==> config.mk <==
export PLATFORM = sky130hd
export DESIGN_NAME = timer_entry_ctrl
export DESIGN_NICKNAME = d
export VERILOG_FILES = /design/src/rtl/timer_entry_ctrl.sv
export SDC_FILE = /design/constraint.sdc
export NUM_CORES = 1
export LEC_CHECK = 0
export ABC_CLOCK_PERIOD_IN_PS = 1500
export CORE_MARGIN = 4
export CORE_UTILIZATION = 44
export CTS_CLUSTER_DIAMETER = 50
export CTS_CLUSTER_SIZE = 10
export DETAILED_ROUTE_END_ITERATION = 10
export PLACE_DENSITY = 0.84
export SETUP_SLACK_MARGIN = 0.2
export SYNTH_ARGS = -nofsm -noshare
export SYNTH_HDL_FRONTEND = slang
export SYNTH_SLANG_ARGS = --single-unit
==> constraint.sdc <==
create_clock -name clk -period 1.5 [get_ports clk]
set_input_delay 0.15 -clock clk [delete_from_list [all_inputs] [get_ports clk]]
set_output_delay 0.15 -clock clk [all_outputs]
set_load 0.01 [all_outputs]
==> src/rtl/timer_entry_ctrl.sv <==
// rtl/timer_entry_ctrl.sv - keypad entry and cook sequencing for the microwave countdown timer
//
// Purpose:
//   Collects BCD key presses into a 3-digit entry (M:S S), validates it on
//   start, parallel-loads it into the downstream counter chain and then
//   sequences cooking, pausing and completion.
//
// Ports:
//   clk          in   system clock, rising edge
//   clrn         in   asynchronous active-low reset
//   key[3:0]     in   keypad code, qualified by key_valid
//   key_valid    in   one-cycle strobe per key press
//   start        in   start/resume request (level)
//   stop_clear   in   stop/clear request (level)
//   door_closed  in   1 = door closed
//   zero         in   counter chain reads 0:00
//   mins_data    out  minutes digit to the counter chain
//   tens_data    out  seconds-tens digit to the counter chain
//   ones_data    out  seconds-ones digit to the counter chain
//   loadn        out  active-low parallel load to all counter digits
//   en           out  count enable to the chain
//   mag_on       out  magnetron drive
//   done         out  cook complete
//   err          out  entry rejected at start

module timer_entry_ctrl #(
  parameter int MAX_TENS    = 5,
  parameter int KEY_BAD_MIN = 10
) (
  input  logic       clk,
  input  logic       clrn,
  input  logic [3:0] key,
  input  logic       key_valid,
  input  logic       start,
  input  logic       stop_clear,
  input  logic       door_closed,
  input  logic       zero,
  output logic [3:0] mins_data,
  output logic [3:0] tens_data,
  output logic [3:0] ones_data,
  output logic       loadn,
  output logic       en,
  output logic       mag_on,
  output logic       done,
  output logic       err
);

  typedef enum logic [2:0] {
    S_IDLE  = 3'd0,
    S_SET   = 3'd1,
    S_LOAD  = 3'd2,
    S_COOK  = 3'd3,
    S_PAUSE = 3'd4,
    S_DONE  = 3'd5
  } state_t;

  state_t     state_q, state_d;
  logic [3:0] mins_q, mins_d;
  logic [3:0] tens_q, tens_d;
  logic [3:0] ones_q, ones_d;
  logic       loadn_q, loadn_d;
  logic       en_q, en_d;
  logic       mag_on_q, mag_on_d;
  logic       done_q, done_d;
  logic       err_q, err_d;

  logic key_ok;
  logic entry_zero;
  logic tens_bad;

  assign key_ok     = key_valid && (int'(key) < KEY_BAD_MIN);
  assign entry_zero = (mins_q == 4'd0) && (tens_q == 4'd0) && (ones_q == 4'd0);
  assign tens_bad   = int'(tens_q) > MAX_TENS;

  always_comb begin
    state_d = state_q;
    mins_d  = mins_q;
    tens_d  = tens_q;
    ones_d  = ones_q;
    err_d   = err_q;

    case (state_q)
      // Entry states. In IDLE the entry is already 0:00, so treating
      // stop_clear the same way as in SET is harmless and keeps the
      // priority order uniform (it also swallows a same-cycle key).
      S_IDLE, S_SET: begin
        if (stop_clear) begin
          state_d = S_IDLE;
          mins_d  = 4'd0;
          tens_d  = 4'd0;
          ones_d  = 4'd0;
          err_d   = 1'b0;
        end else if (state_q == S_SET && start) begin
          // start always consumes the cycle in SET, so a coincident key is
          // dropped even when the start itself is refused. An open door
          // outranks start, so nothing at all happens then.
          if (door_closed) begin
            if (tens_bad) begin
              err_d = 1'b1;
            end else if (!entry_zero) begin
              state_d = S_LOAD;
            end
          end
        end else if (key_ok) begin
          mins_d  = tens_q;
          tens_d  = ones_q;
          ones_d  = key;
          err_d   = 1'b0;
          state_d = S_SET;
        end
      end

      S_LOAD: state_d = S_COOK;

      S_COOK: begin
        if (stop_clear || !door_closed) begin
          state_d = S_PAUSE;
        end else if (zero) begin
          state_d = S_DONE;
        end
      end

      S_PAUSE: begin
        if (stop_clear) begin
          state_d = S_IDLE;
          mins_d  = 4'd0;
          tens_d  = 4'd0;
          ones_d  = 4'd0;
          err_d   = 1'b0;
        end else if (start && door_closed) begin
          state_d = S_COOK;
        end
      end

      S_DONE: begin
        if (stop_clear || !door_closed) begin
          state_d = S_IDLE;
          mins_d  = 4'd0;
          tens_d  = 4'd0;
          ones_d  = 4'd0;
          err_d   = 1'b0;
        end
      end

      default: state_d = S_IDLE;
    endcase

    // Outputs are decoded from the next state so the registered versions
    // change on the same edge as the state itself.
    loadn_d  = (state_d != S_LOAD);
    en_d     = (state_d == S_COOK);
    mag_on_d = (state_d == S_COOK);
    done_d   = (state_d == S_DONE);
  end

  always_ff @(posedge clk or negedge clrn) begin
    if (!clrn) begin
      state_q  <= S_IDLE;
      mins_q   <= 4'd0;
      tens_q   <= 4'd0;
      ones_q   <= 4'd0;
      loadn_q  <= 1'b1;
      en_q     <= 1'b0;
      mag_on_q <= 1'b0;
      done_q   <= 1'b0;
      err_q    <= 1'b0;
    end else begin
      state_q  <= state_d;
      mins_q   <= mins_d;
      tens_q   <= tens_d;
      ones_q   <= ones_d;
      loadn_q  <= loadn_d;
      en_q     <= en_d;
      mag_on_q <= mag_on_d;
      done_q   <= done_d;
      err_q    <= err_d;
    end
  end

  assign mins_data = mins_q;
  assign tens_data = tens_q;
  assign ones_data = ones_q;
  assign loadn     = loadn_q;
  assign en        = en_q;
  assign mag_on    = mag_on_q;
  assign done      = done_q;
  assign err       = err_q;

endmodule

## After elaboration in Yosys (flattened, before gate mapping)

Index checks and enable logic that the tools add are counted.
Widths: inputs -> output; s select.

| operators by class | value |
|---|---|
| $lt $le $gt $ge | 2 |
| eq/ne operators | 15 |
| multiplexer cells | 34 |
| reduce and logical (&&, ||, !) cells | 15 |

Operators with widths:

| kind | count |
|---|---|
| $mux 4 | 11 |
| $pmux 4 s3 | 3 |
| $mux 3 | 11 |
| $pmux 3 s5 | 1 |
| $logic_not 4->1 | 3 |
| $ne 4x4->1 const B | 3 |
| $eq 3x2->1 const B | 3 |
| $eq 3x3->1 const B | 3 |
| $mux 1 | 7 |
| $ne 3x3->1 const B | 2 |
| $reduce_and 6->1 | 1 |
| $logic_and 1x1->1 | 5 |
| $reduce_and 5->1 | 1 |
| $gt 4x3->1 const B | 1 |
| $lt 4x4->1 const B | 1 |
| $ne 2x2->1 const B | 2 |
| $eq 3x1->1 const B | 1 |
| $logic_not 3->1 | 1 |
| $ne 3x2->1 const B | 1 |
| $pmux 1 s3 | 1 |
| $reduce_bool 3->1 | 1 |
| $reduce_or 2->1 | 1 |
| $logic_not 1->1 | 1 |
| $logic_or 1x1->1 | 1 |

| word-level totals | value |
|---|---|
| register bits | 19 |
| input port bits | 11 |
| output and inout port bits | 17 |
| logic and storage cells | 74 |

## Longest topological paths before layout

| depth | value |
|---|---|
| depth in word-level cells | 10 |
| gate-level depth with buffers | 6 |
| mapped depth without buffers | 4 |

## Worst setup path before layout

Ideal clock, no wire load.

| path | value |
|---|---|
| kind | reg-to-reg |
| start | reg state_q[0] |
| end | reg mins_q[2], in the netlist mins_data[2] |
| library setup time | 0.066 ns |
| data arrival time | 1.219 ns |
| required time | 1.434 ns |
| setup slack | 0.216 ns |
| cell stages (with the launch flop) | 7 |
| path buffers | 2 |
| period minus slack after synthesis | 1.284 ns |
| cells stage by stage | dfrtp_1 buf_6 nor2b_4 a32o_2 o21ai_4 buf_6 a22o_1 |

| on the way | value |
|---|---|
| longest elaborated chain between the ends | 4 |
| elaborated cells between the ends (all ways) | 13 |
| classes of those cells | eq/ne (7); mux (1); reduce/logical (5) |

RTL lines:

| element | line | text |
|---|---|---|
| start: declaration | 57 | `state_t state_q, state_d;` |
| start signal: assignment | 168 | `state_q <= state_d;` |
| $eq 3x1->1 or $logic_not 3->1 (tied branches) | 82, 93 |  |
| $reduce_or 2->1 or $logic_and 1x1->1 (tied branches) | 82, 93 |  |
| $ne 3x3->1 (no line) or $reduce_bool 3->1 (tied branches) | -- |  |
| $reduce_and 5->1 (no line) | -- |  |
| end signal: assignment | 169 | `mins_q <= mins_d;` |
| end: declaration | 58 | `logic [3:0] mins_q, mins_d;` |

Several ways; a longest one is shown, not always the timed one.
A chain may end at the register's enable or synchronous reset.

## Worst setup path after layout

| path | value |
|---|---|
| start | reg state_q[0] |
| end | reg ones_q[1], in the netlist ones_data[1] |

| on the way | value |
|---|---|
| longest elaborated chain between the ends | 4 |
| elaborated cells between the ends (all ways) | 13 |
| classes of those cells | eq/ne (7); mux (1); reduce/logical (5) |

RTL lines:

| element | line | text |
|---|---|---|
| $eq 3x1->1 or $logic_not 3->1 (tied branches) | 82, 93 |  |
| $reduce_or 2->1 or $logic_and 1x1->1 (tied branches) | 82, 93 |  |
| $ne 3x3->1 (no line) or $reduce_bool 3->1 (tied branches) | -- |  |
| $reduce_and 5->1 (no line) | -- |  |
| end signal: assignment | 171 | `ones_q <= ones_d;` |
| end: declaration | 60 | `logic [3:0] ones_q, ones_d;` |

Several ways; a longest one is shown, not always the timed one.

==> metrics.md <==
| Metric | Value |
|---|---|
| CTS root buf | clkbuf_4 |
| Core Footprint | 0.00180 sq mm |
| Max-slew violation count | 0 |
| FILL cells | 122 |
| Final setup fails | 0 |
| IO buf count | 27 |
| FP Rows | 15 |
| Top_reg_cell synth | dfrtp_1 |
| Gr busiest metal | met2 |
| Synth area leaders | dfrtp_1, a22o_1, dfstp_2, buf_6, a21oi_1 |
| Synth Instances | 73 |
| Top cell type's share of synthesized area | 0.513 |
| Final Non-Filler Cells | 147 |
| Min-delay worst type | in2async |
| Post-Syn Area | 878 sq um |
| Power per cell area | 1100 mW/mm^2 |
| Die area | 0.00278 sq mm |
| Routed Antenna Nets | 0 |
| Wire per inst | 16.7 um |
| CTS tree | done |
| Bufs on Longest Clock Path | 2 |
| Synth cell count leaders | dfrtp_1, a22o_1, a21oi_1, o21ai_1 |
| First-pass GRT wire length | 3980 um |
| Gr usage total | 0.193 |
| Max FO, Critical Path | 13 |
| Clock sink count | 19 |
| WP data required | 1.73 ns |
| Netlist cell types | 30 |
| Mean post-synth cell area | 12.0 sq um |
| Setup Skew | 0.00594 ns |
| Area Growth Syn to Fin | 60.5% |
| Post-synthesis register bit count | 19 |
| Worst path max stage delay | 0.47 ns |
| Vias | 849 |
| Post-Place Cells | 131 |
| Nets | 134 |
| Total wire length | 2460 um |
| Post-synth top area cell | dfrtp_1 |
| Largest net degree at the start of global routing | 20 |
| Critical Path, Cell by Cell | nor2b_4 > a32o_2 > o21ai_4 > buf_12 > a22o_1 |
| M3 GR Usage | 0.0399 |
| Final WS setup | 0.162 ns |
| I/O Pins | 28 |
| Initial drt markers | 38 |
| Arrival @ worst endpoint | 1.57 ns |
| Leak | 0.698 nW |
| Hold WS | 0.180 ns |
| Share of layout cells above drive strength 1 | 0.361 |
| Clock-pin slew of the registers on the worst-case setup and hold paths | 0.11 ns |
| Gpl congestion | 0.783 |
| Final HPWL DP | 1550 um |
| Initial core utilization | 0.487 |
| CP Capture Type | flip-flop |
| Crit start category | flip-flop |
| Met1 Use GR | 0.251 |
| Final Hold Viols | 0 |
| Worst skew pair latency | 0.29 ns |
| CP max stage cell | dfrtp_2 |
| Syn Nets | 84 |
| Total congestion overflow | 0 |
| Max Fclk | 747 MHz |
| Pwr Total | 0.00155 W |
| DRT Pass-1 Iters | 6 |
| Status | complete, no violations |
| RSZ-0062 raised after global routing | yes |
| Die Y | 52.7 um |
| DRC | 0 |
| # hold bufs at CTS | 0 |
| Vias in the first global route | 831 |
| Yosys Warn Count | 0 |
| Post-synth EDFFs | 0 |
| Sequential area share after synthesis | 0.543 |
| Cell with the most instances after synthesis | dfrtp_1 |
| Final Critical Period | 1.34 ns |
| Ys async rst share | 1.00 |
| Met2 Track Usage GR | 0.329 |
| Fin crit share | 0.892 |
| Initial antenna violation count | 0 |
| Vias per std cell | 5.78 |
| Crit Path Class | reg2reg |
| Peak VDD IR | 0.000755 V |
| Die span in x | 52.7 um |
| TritonCTS buffer count | 3 |
| Slew HR | 0.837 |
| Setup_tns | 0 ns |
| Dpl ws | -0.135 ns |
| Max-cap violation count | 0 |
| Worst Max-Slew Pin Slew | 0.243 ns |
| ANT cells | 0 |
| H-tree Lvls | 1 |
## report_power, final
part / switching (W) / internal [W]
Sequential: 0.0000677 / 0.000576
Clock: 0.000156 / 0.000103
Combinational: 0.000296 / 0.000352
## timing repair
| action | 4_1_cts | 5_1_grt |
|---|---|---|
| gates resized for setup | 26 | 9 |
| buffers inserted | 10 | 2 |
| pin swaps | 2 | 6 |
| setup endpoints to repair | 31 | 18 |
## final cells by class
| type | count | area, sq um | area share |
|---|---|---|---|
| clock buffers | 4 | 26.3 | 0.0186 |
| repair buffers | 49 | 435 | 0.309 |
| multi-input cells | 48 | 430 | 0.305 |
| inverters | 2 | 7.51 | 0.00532 |
| well taps | 25 | 31.3 | 0.0222 |
| flip-flops and latches | 19 | 479 | 0.340 |
## sequential cells by signal, indices dropped and copies added (netlist names)
| name | cells |
|---|---|
| mins_data | 4 |
| ones_data | 4 |
| tens_data | 4 |
| state_q | 3 |
| done | 1 |
| err | 1 |
| loadn | 1 |
| mag_on | 1 |
## metrics by stage
step	area (sq um)	util
5_1_grt	1410	0.783
3_5_place_dp	1230	0.683
4_1_cts	1360	0.754
3_3_place_gp	1230	0.683
2_1_floorplan	878	-
6_report	1410	0.783
## per-layer routing
metal	up-vias	part of all wire	wire length (um)
li1	379	-	-
met1	423	0.44	1070
met2	39	0.49	1200
met3	8	0.058	142
met4	0	0.015	37
met5	-	0	0
## worst paths after layout
kind                       startpoint            to  slack (ns)  depth (start not counted)
setup / recovery           state_q[0]  ones_data[1]        0.16                          5
hold / removal                   clrn    state_q[1]        0.18                          2
setup reg to reg           state_q[0]  ones_data[1]        0.16                          5
hold reg to reg                   err           err        0.49                          1
max in group asynchronous        clrn         loadn        1.06                          2
min in group clk               key[0]  ones_data[0]        0.47                          2
## logic make-up after synthesis
kind of cell	synth area share
AO/OA/AOI/OAI	0.283
flip-flops	0.543
AND/OR/NAND/NOR	0.123
buffers and inverters	0.0513
## worst max-delay path: cells and delay by family (launching register included)
kind | cells | cell delay, ns
AOI/OAI and AO/OA | 3 | 0.50
DFF | 1 | 0.47
and+or+nand+nor | 1 | 0.15
buffers and inverters | 1 | 0.15
## cell usage in the layout (no fill, tap or decap), types with 3 or more instances in the layout
master and instances:
nand2_1 3, clkbuf_4 3, clkdlybuf4s50_1 10, dfrtp_1 16, o21ai_1 4, a22o_1 12, buf_4 19, dlygate4sd2_1 16
Power figures use the tool's default switching activity.
